==> src/rtl/lfsr_seq_gen.sv <==
// Seed-loadable WIDTH-bit pattern generator: Fibonacci/Galois LFSR, rotate-left or hold,
// with a step counter and wrap-to-seed pulse. Define LFSR_LOCKUP_RECOVER_EN to reseed on lock-up.
module lfsr_seq_gen #(
    parameter int              WIDTH = 10,
    parameter logic [WIDTH-1:0] TAPS  = 10'h240,
    parameter logic [WIDTH-1:0] GTAPS = 10'h009,
    parameter logic [WIDTH-1:0] SEED  = 10'h001
) (
    input  logic             clk,
    input  logic             rst,
    input  logic             load,
    input  logic [WIDTH-1:0] seed_in,
    input  logic             en,
    input  logic [1:0]       mode,
    output logic [WIDTH-1:0] q,
    output logic             serial_out,
    output logic [WIDTH-1:0] step_cnt,
    output logic             period_done,
    output logic             lockup
);

    typedef enum logic [1:0] {
        MODE_FIB    = 2'b00,
        MODE_GALOIS = 2'b01,
        MODE_ROT    = 2'b10,
        MODE_HOLD   = 2'b11
    } mode_e;

    logic [WIDTH-1:0] q_q, q_d;
    logic [WIDTH-1:0] seed_q, seed_d;
    logic [WIDTH-1:0] cnt_q, cnt_d;
    logic             pd_q, pd_d;
    logic [WIDTH-1:0] nx;
    logic             advance;
    logic             lfsr_mode;

    assign advance   = en && (mode_e'(mode) != MODE_HOLD);
    assign lfsr_mode = ~mode[1];

    always_comb begin
        // NOTE: every combinational output gets a default first so no path can infer a latch.
        nx     = q_q;
        q_d    = q_q;
        seed_d = seed_q;
        cnt_d  = cnt_q;
        pd_d   = 1'b0;

        case (mode_e'(mode))
            MODE_FIB:    nx = {q_q[WIDTH-2:0], ^(q_q & TAPS)};
            MODE_GALOIS: nx = {q_q[WIDTH-2:0], 1'b0} ^ ({WIDTH{q_q[WIDTH-1]}} & GTAPS);
            MODE_ROT:    nx = {q_q[WIDTH-2:0], q_q[WIDTH-1]};
            default:     nx = q_q;
        endcase

        if (load) begin
            q_d    = seed_in;
            seed_d = seed_in;
            cnt_d  = '0;
        end else if (advance) begin
`ifdef LFSR_LOCKUP_RECOVER_EN
            if (lfsr_mode && (q_q == '0)) begin
                // Escape the all-zero trap by restarting the sequence from the reset seed.
                q_d    = SEED;
                seed_d = SEED;
                cnt_d  = '0;
            end else begin
                q_d   = nx;
                cnt_d = cnt_q + 1'b1;
                pd_d  = (nx == seed_q);
            end
`else
            q_d   = nx;
            cnt_d = cnt_q + 1'b1;
            pd_d  = (nx == seed_q);
`endif
        end
    end

    always_ff @(posedge clk or posedge rst) begin
        if (rst) begin
            q_q    <= SEED;
            seed_q <= SEED;
            cnt_q  <= '0;
            pd_q   <= 1'b0;
        end else begin
            // NOTE: non-blocking so every flop samples the pre-edge values of the others.
            q_q    <= q_d;
            seed_q <= seed_d;
            cnt_q  <= cnt_d;
            pd_q   <= pd_d;
        end
    end

    assign q           = q_q;
    assign serial_out  = q_q[WIDTH-1];
    assign step_cnt    = cnt_q;
    assign period_done = pd_q;
    assign lockup      = lfsr_mode && (q_q == '0);

endmodule
==> config.mk <==
export PLATFORM = sky130hd
export DESIGN_NAME = lfsr_seq_gen
export DESIGN_NICKNAME = d
export VERILOG_FILES = /design/src/rtl/lfsr_seq_gen.sv
export SDC_FILE = /design/constraint.sdc
export NUM_CORES = 1
export LEC_CHECK = 0
export BUFFER_PORTS_ARGS = -buffer_cell sky130_fd_sc_hd__buf_4
export CAP_MARGIN = 15
export CELL_PAD_IN_SITES_DETAIL_PLACEMENT = 1
export CELL_PAD_IN_SITES_GLOBAL_PLACEMENT = 2
export CORE_MARGIN = 4
export CORE_UTILIZATION = 35
export DETAILED_ROUTE_END_ITERATION = 6
export GPL_TIMING_DRIVEN = 0
export PLACE_DENSITY = 0.87
export SETUP_SLACK_MARGIN = 0.02
export SKIP_CTS_REPAIR_TIMING = 1
export SYNTH_ARGS = -nofsm -noshare
export SYNTH_HDL_FRONTEND = slang
export SYNTH_SLANG_ARGS = --single-unit
==> constraint.sdc <==
create_clock -name clk -period 4.95 [get_ports clk]
set_clock_uncertainty 0.2 [all_clocks]
set_input_delay 0.7425 -clock clk [delete_from_list [all_inputs] [get_ports clk]]
set_output_delay 0.7425 -clock clk [all_outputs]
set_load 0.01 [all_outputs]
==> results of run 1 <==
[critical path: stages]
cell and delay [ps]:
buf_6 120, nor4_1 230, nand2_1 80, nor4_1 210, buf_4 180
[synthesized netlist by cell type (2+ instances only)]
library cell and count:
clkbuf_1 3, nor4_1 3, xnor2_1 10, nor2_1 12
mux2i_1 11, and3_1 2, o21ai_0 9, o32ai_1 2
xor2_1 11, nand4_1 4, nand2_1 17, dfstp_2 2
buf_6 2, dfrtp_1 29, buf_4 3, o21ai_1 12
a21oi_1 2, a211o_1 2, inv_1 12, nand3_1 3
[metrics by stage]
stage               utilization  setup WS, ps  total power [mW]  cells
floorplan                     -          2500             0.376    167
global placement          0.446          2400             0.422    255
detailed placement        0.446          2410             0.428    255
CTS                       0.472          2400             0.690    263
global route              0.478          2270             0.718    264
finish                    0.478          2440             0.685    264
[state kept, by name (all words and copies together) (netlist names)]
signal       flops
q               10
seed_q          10
step_cnt        10
period_done      1
[power groups by stage]
stage	combinational, mW	sequential (mW)	clock [mW]
finish	0.125	0.300	0.260
global placement	0.120	0.303	0
detailed placement	0.123	0.305	0
global route	0.140	0.303	0.275
CTS	0.124	0.300	0.266
floorplan	0.0756	0.300	0
[cell type report]
cell class,instances,share of cell area
Clock inverter,2,0.0164
Clock buffer,6,0.0386
Inverter,12,0.0211
Multi-Input combinational cell,115,0.363
Sequential cell,31,0.364
Timing Repair Buffer,37,0.139
Buffer,9,0.0281
Tap cell,52,0.0304
[cell families after synthesis]
logic type      Yosys count  share of synthesized area
simple gates             47                      0.141
mux                      12                     0.0732
flops                    31                      0.469
buf+inv                  21                     0.0633
compound gates           34                      0.135
fa+ha+maj                 1                    0.00754
xor+xnor                 21                      0.111
[how the worst max path moves through the flow]
stage | start | to | slack (ps)
global placement | mode[1] | lockup | 2400
detailed placement | mode[1] | lockup | 2410
CTS | q[6] | lockup | 2400
global route | q[6] | lockup | 2270
floorplan | mode[1] | lockup | 2500
finish | mode[1] | lockup | 2440
[routing by layer]
layer,global-route usage,vias to the layer above,share of wire
met2,0.272,27,0.49
met5,0,-,0
met3,0.0433,5,0.044
met1,0.199,673,0.45
met4,0.0435,0,0.0097
li1,-,658,-
[layout by cell type (no fill, tap or decap), types with 2 or more instances in the layout]
cell and count:
a211o_1 2, a21oi_1 2, and3_1 2, buf_4 39, buf_6 2, clkbuf_1 3
clkbuf_8 6, dfrtp_1 29, dfstp_2 2, inv_1 12, mux2i_1 11, nand2_1 17
nand3_1 3, nand4_1 4, nor2_1 12, nor4_1 3, o21ai_0 9, o21ai_1 12
o32ai_1 2, xnor2_1 10, xor2_1 11
==> out/results.tsv, run 1 <==
metric	value	unit
switching power share of the total	0.274	
Routed wire per std cell	16.7	µm
Die ar.	0.00591	mm²
total internal power	0.497	mW
synthesized area divided by synthesized cell count	9.93	µm²
Chip Width	76.9	µm
Final Hold Violating Endpoints	0	
critical setup path kind	primary input to primary output	
Row Count	24	
most area-consuming cells after synthesis	dfrtp_1 44%, mux2i_1 6.6%, xor2_1 5.8%	
number of fillers in the final layout	513	
highest achievable clock rate	0.398	GHz
area of the core	0.00447	mm²
net count of the mapped netlist	184	
total net switching power	0.187	mW
maximum number of buffers from clock root to sink	2	
Max-slew headroom	0.653	
Ports	39	
Reg2Reg Depth	5	
Pre-Repair DR Iteration Count	4	
Peak VDD IR	169	µV
sum of net half-perimeters after detailed placement	3210	µm
peak fanout along the critical path	10	
required time at the worst-slack endpoint	4010	ps
Logic pwr share	0.182	
run status	completed	
cts bufs inserted	5	
total length of routed wires	4410	µm
sum of overflow across all layers after global routing	0	
actual slew at the worst max-slew pin	520	ps
number of synthesized flops with an enable pin	0	
fraction of final layout cells with drive strength greater than 1	0.264	
minimum clock period	2510	ps
worst hold path type	primary input to asynchronous set/reset pin	
global placer's final weighted congestion	0.787	
synthesized instance count	167	
count of H-tree levels built during CTS	2	
setup slack on the worst flop-to-flop path	3120	ps
unrepaired setup endpoints after global routing	no	
predominant post-synthesis flop cell	dfrtp_1	
leakage power total	1.03	nW
post-synthesis sequential element count	31	
Hold Worst Slack	277	ps
Overall Global Routing Usage	0.160	
area of all placed cells without fillers	0.00214	mm²
library cells used by synthesis	36	
reg2reg start	q[4]	
global-route wire length before repair	7550	µm
fraction of the yosys area taken by sequential cells	0.469	
total standard cell area after synthesis	0.00166	mm²
Cell Pwr Density	320	mW/mm²
antenna violations before repair	0	
area fraction of the dominant cell type after synthesis	0.437	
clock tree from TritonCTS	built	
Starting DRT DRC Count	82	
latest clock arrival within the worst-skew pair	280	ps
die extent in y	76.9	µm
number of max-slew violations in the final report	0	
layout-stage area growth over the synthesis result	29.0	%
detailed-route via count	1363	
final number of setup-violating endpoints	0	
warning count from the yosys run	0	
Data arrival, critical path	1570	ps
aggregate negative setup slack	0	ps
cell accounting for the most synthesized area	dfrtp_1	
multi-input gate area in the final layout	776	µm²
dpl cell area	0.00199	mm²
Async S/R FF share, synth	1.00	
vias per inst	5.16	
portion of total power attributed to the clock network	0.380	
kind of start point of the critical path	primary input	
final worst-path cycle share	0.507	
Worst setup EP type	primary output	
largest net degree at the start of global routing	32	
number of max-cap violations	0	
Clock Pin Slew Worst Setup and Hold Paths	70	ps
starting density of the core	0.371	
net count reported at finish	228	
count of inserted antenna diode cells	0	
Reg2Reg Capture Point	period_done	
vias in the first global route	1505	
power share of the sequential group	0.438	
total of buffers placed on input and output ports	36	
Sinks on Clock Net	31	
CTS Root Cell	clkbuf_8	
number of nets with antenna violations after routing	0	
sequential cell area	778	µm²
DRC violations left	0	
Note: power is estimated with default switching activity, not from simulation.
==> run 2: changes to the inputs <==
--- a/config.mk
+++ b/config.mk
@@ -10,10 +10,10 @@
 export CELL_PAD_IN_SITES_DETAIL_PLACEMENT = 1
 export CELL_PAD_IN_SITES_GLOBAL_PLACEMENT = 2
 export CORE_MARGIN = 4
-export CORE_UTILIZATION = 35
+export CORE_UTILIZATION = 29
 export DETAILED_ROUTE_END_ITERATION = 6
 export GPL_TIMING_DRIVEN = 0
-export PLACE_DENSITY = 0.87
+export PLACE_DENSITY = 0.77
 export SETUP_SLACK_MARGIN = 0.02
 export SKIP_CTS_REPAIR_TIMING = 1
 export SYNTH_ARGS = -nofsm -noshare
==> constraint.sdc (replaced) <==
create_clock -name clk -period 2.2 [get_ports clk]
set_clock_uncertainty 0.2 [all_clocks]
set_input_delay 0.33 -clock clk [delete_from_list [all_inputs] [get_ports clk]]
set_output_delay 0.33 -clock clk [all_outputs]
set_load 0.01 [all_outputs]
==> run 2 against run 1 <==
Compared with the run above: core utilization is 8.7 points lower; global-route usage fell by 2.9 points; clock-buffer cell count rose by 2; non-clock buffer count increased by 1; routed wire length decreased by 0.52%; sequential share of layout area shrank 0.50 points; die area grew 18%; largest power group unchanged.
==> out/results.tsv, run 2 (same netlist as run 1, synthesis figures left out) <==
metric	value	unit
Chip Width	83.6	µm
number of max-cap violations	0	
total of buffers placed on input and output ports	36	
CTS Root Cell	clkbuf_8	
Sinks on Clock Net	31	
aggregate negative setup slack	0	ps
Ports	39	
Final Hold Violating Endpoints	0	
unrepaired setup endpoints after global routing	no	
sum of overflow across all layers after global routing	0	
DRC violations left	0	
cell family contributing the most delay on the critical path	simple AND/OR/NAND/NOR gates	
latest clock arrival within the worst-skew pair	280	ps
Starting DRT DRC Count	55	
Overall Global Routing Usage	0.131	
sum of net half-perimeters after detailed placement	3310	µm
setup slack on the worst flop-to-flop path	380	ps
peak fanout along the critical path	6	
Pre-Repair DR Iteration Count	4	
Routed wire per std cell	15.4	µm
highest achievable clock rate	0.488	GHz
number of nets with antenna violations after routing	0	
vias per inst	4.84	
leakage power total	1.02	nW
layout-stage area growth over the synthesis result	30.8	%
net count reported at finish	229	
die extent in y	83.6	µm
Die ar.	0.00699	mm²
starting density of the core	0.299	
reg2reg start	q[8]	
antenna violations before repair	0	
minimum clock period	2050	ps
global placer's final weighted congestion	0.765	
global-route wire length before repair	7430	µm
final worst-path cycle share	0.931	
Worst setup EP type	primary output	
vias in the first global route	1440	
Clock Pin Slew Worst Setup and Hold Paths	70	ps
worst hold path type	primary input to flop	
number of max-slew violations in the final report	0	
Max-slew headroom	0.667	
final number of setup-violating endpoints	0	
cell at the slowest stage of the critical path	dfrtp_1	
total length of routed wires	4390	µm
fraction of final layout cells with drive strength greater than 1	0.268	
area of all placed cells without fillers	0.00217	mm²
Peak VDD IR	304	µV
min-delay src	seed_in[3]	
most common cell after layout, fill and taps aside	buf_4	
Cell Pwr Density	671	mW/mm²
Data arrival, critical path	1520	ps
largest net degree at the start of global routing	23	
Bufs and invs on worst path	1	
maximum number of buffers from clock root to sink	2	
dpl cell area	0.00205	mm²
area of the core	0.00554	mm²
clock tree from TritonCTS	built	
commonest cells after routing, fill and taps aside	39 x buf_4, 29 x dfrtp_1, 17 x nand2_1	
critical setup path kind	flop to primary output	
cell type with the highest occurrence count on the critical path	nor4_2	
required time at the worst-slack endpoint	1670	ps
kind of start point of the critical path	flop	
detailed-route via count	1380	
launch point of the critical path	q[8]	
number of fillers in the final layout	656	
Row Count	27	
maximum single-stage delay on the critical path	460	ps
Critical Path, Cell by Cell	nor4_2, nand2_1, nor4_2, buf_4	
cts bufs inserted	5	
count of inserted antenna diode cells	0	
count of H-tree levels built during CTS	2	
actual slew at the worst max-slew pin	498	ps
run status	completed	
-- run 2: cell type report --
class                   instances  area (µm²)  share of cell area
multi-input cells             115         788               0.363
flip-flops and latches         31         778               0.359
repair buffers                 38         308               0.142
clock buffers                   8         100              0.0461
well taps                      72        90.1              0.0415
plain buffers                   9        60.1              0.0277
inverters                      12        45.0              0.0208
-- run 2: per-layer routing --
layer,routed length (µm),global-route usage
met5,0,0
met4,35,0.0351
met3,200,0.0316
met2,2050,0.207
met1,2110,0.178
-- run 2: worst register-to-register path, delay by kind of cell, from the launching register on --
family                    cells  cell delay, ps
and+or+nand+nor               2             380
AOI/OAI and AO/OA             2             500
xor gates and xnor gates      1             190
DFF                           1             460
-- run 2: path summary, 6_finish.rpt --
kind / to / cells after the start
max in group asynchronous: seed_q[0] / 4
max reg2reg: period_done / 5
min: q[3] / 3
min in group asynchronous: period_done / 3
min reg2reg: seed_q[0] / 2
max: lockup / 4
-- run 2: per-stage QoR --
| step | total power, mW | setup WS [ps] | hold slack, ps | utilization | instances |
|---|---|---|---|---|---|
| after floorplan | 0.845 | 510 | 232 | - | 167 |
| after global placement | 0.957 | 291 | 289 | 0.364 | 275 |
| after detailed placement | 0.968 | 286 | 189 | 0.369 | 276 |
| after CTS | 1.47 | -28.2 | -107 | 0.388 | 284 |
| after global routing | 1.54 | 21.0 | 92.8 | 0.392 | 285 |
| final | 1.46 | 152 | 80.0 | 0.392 | 285 |
-- run 2: power breakdown --
part           leakage [nW]  switching (mW)  internal [mW]
sequential            0.392          0.0605          0.613
combinational         0.579           0.142          0.142
clock                0.0515           0.214          0.286
total                  1.02           0.417           1.04
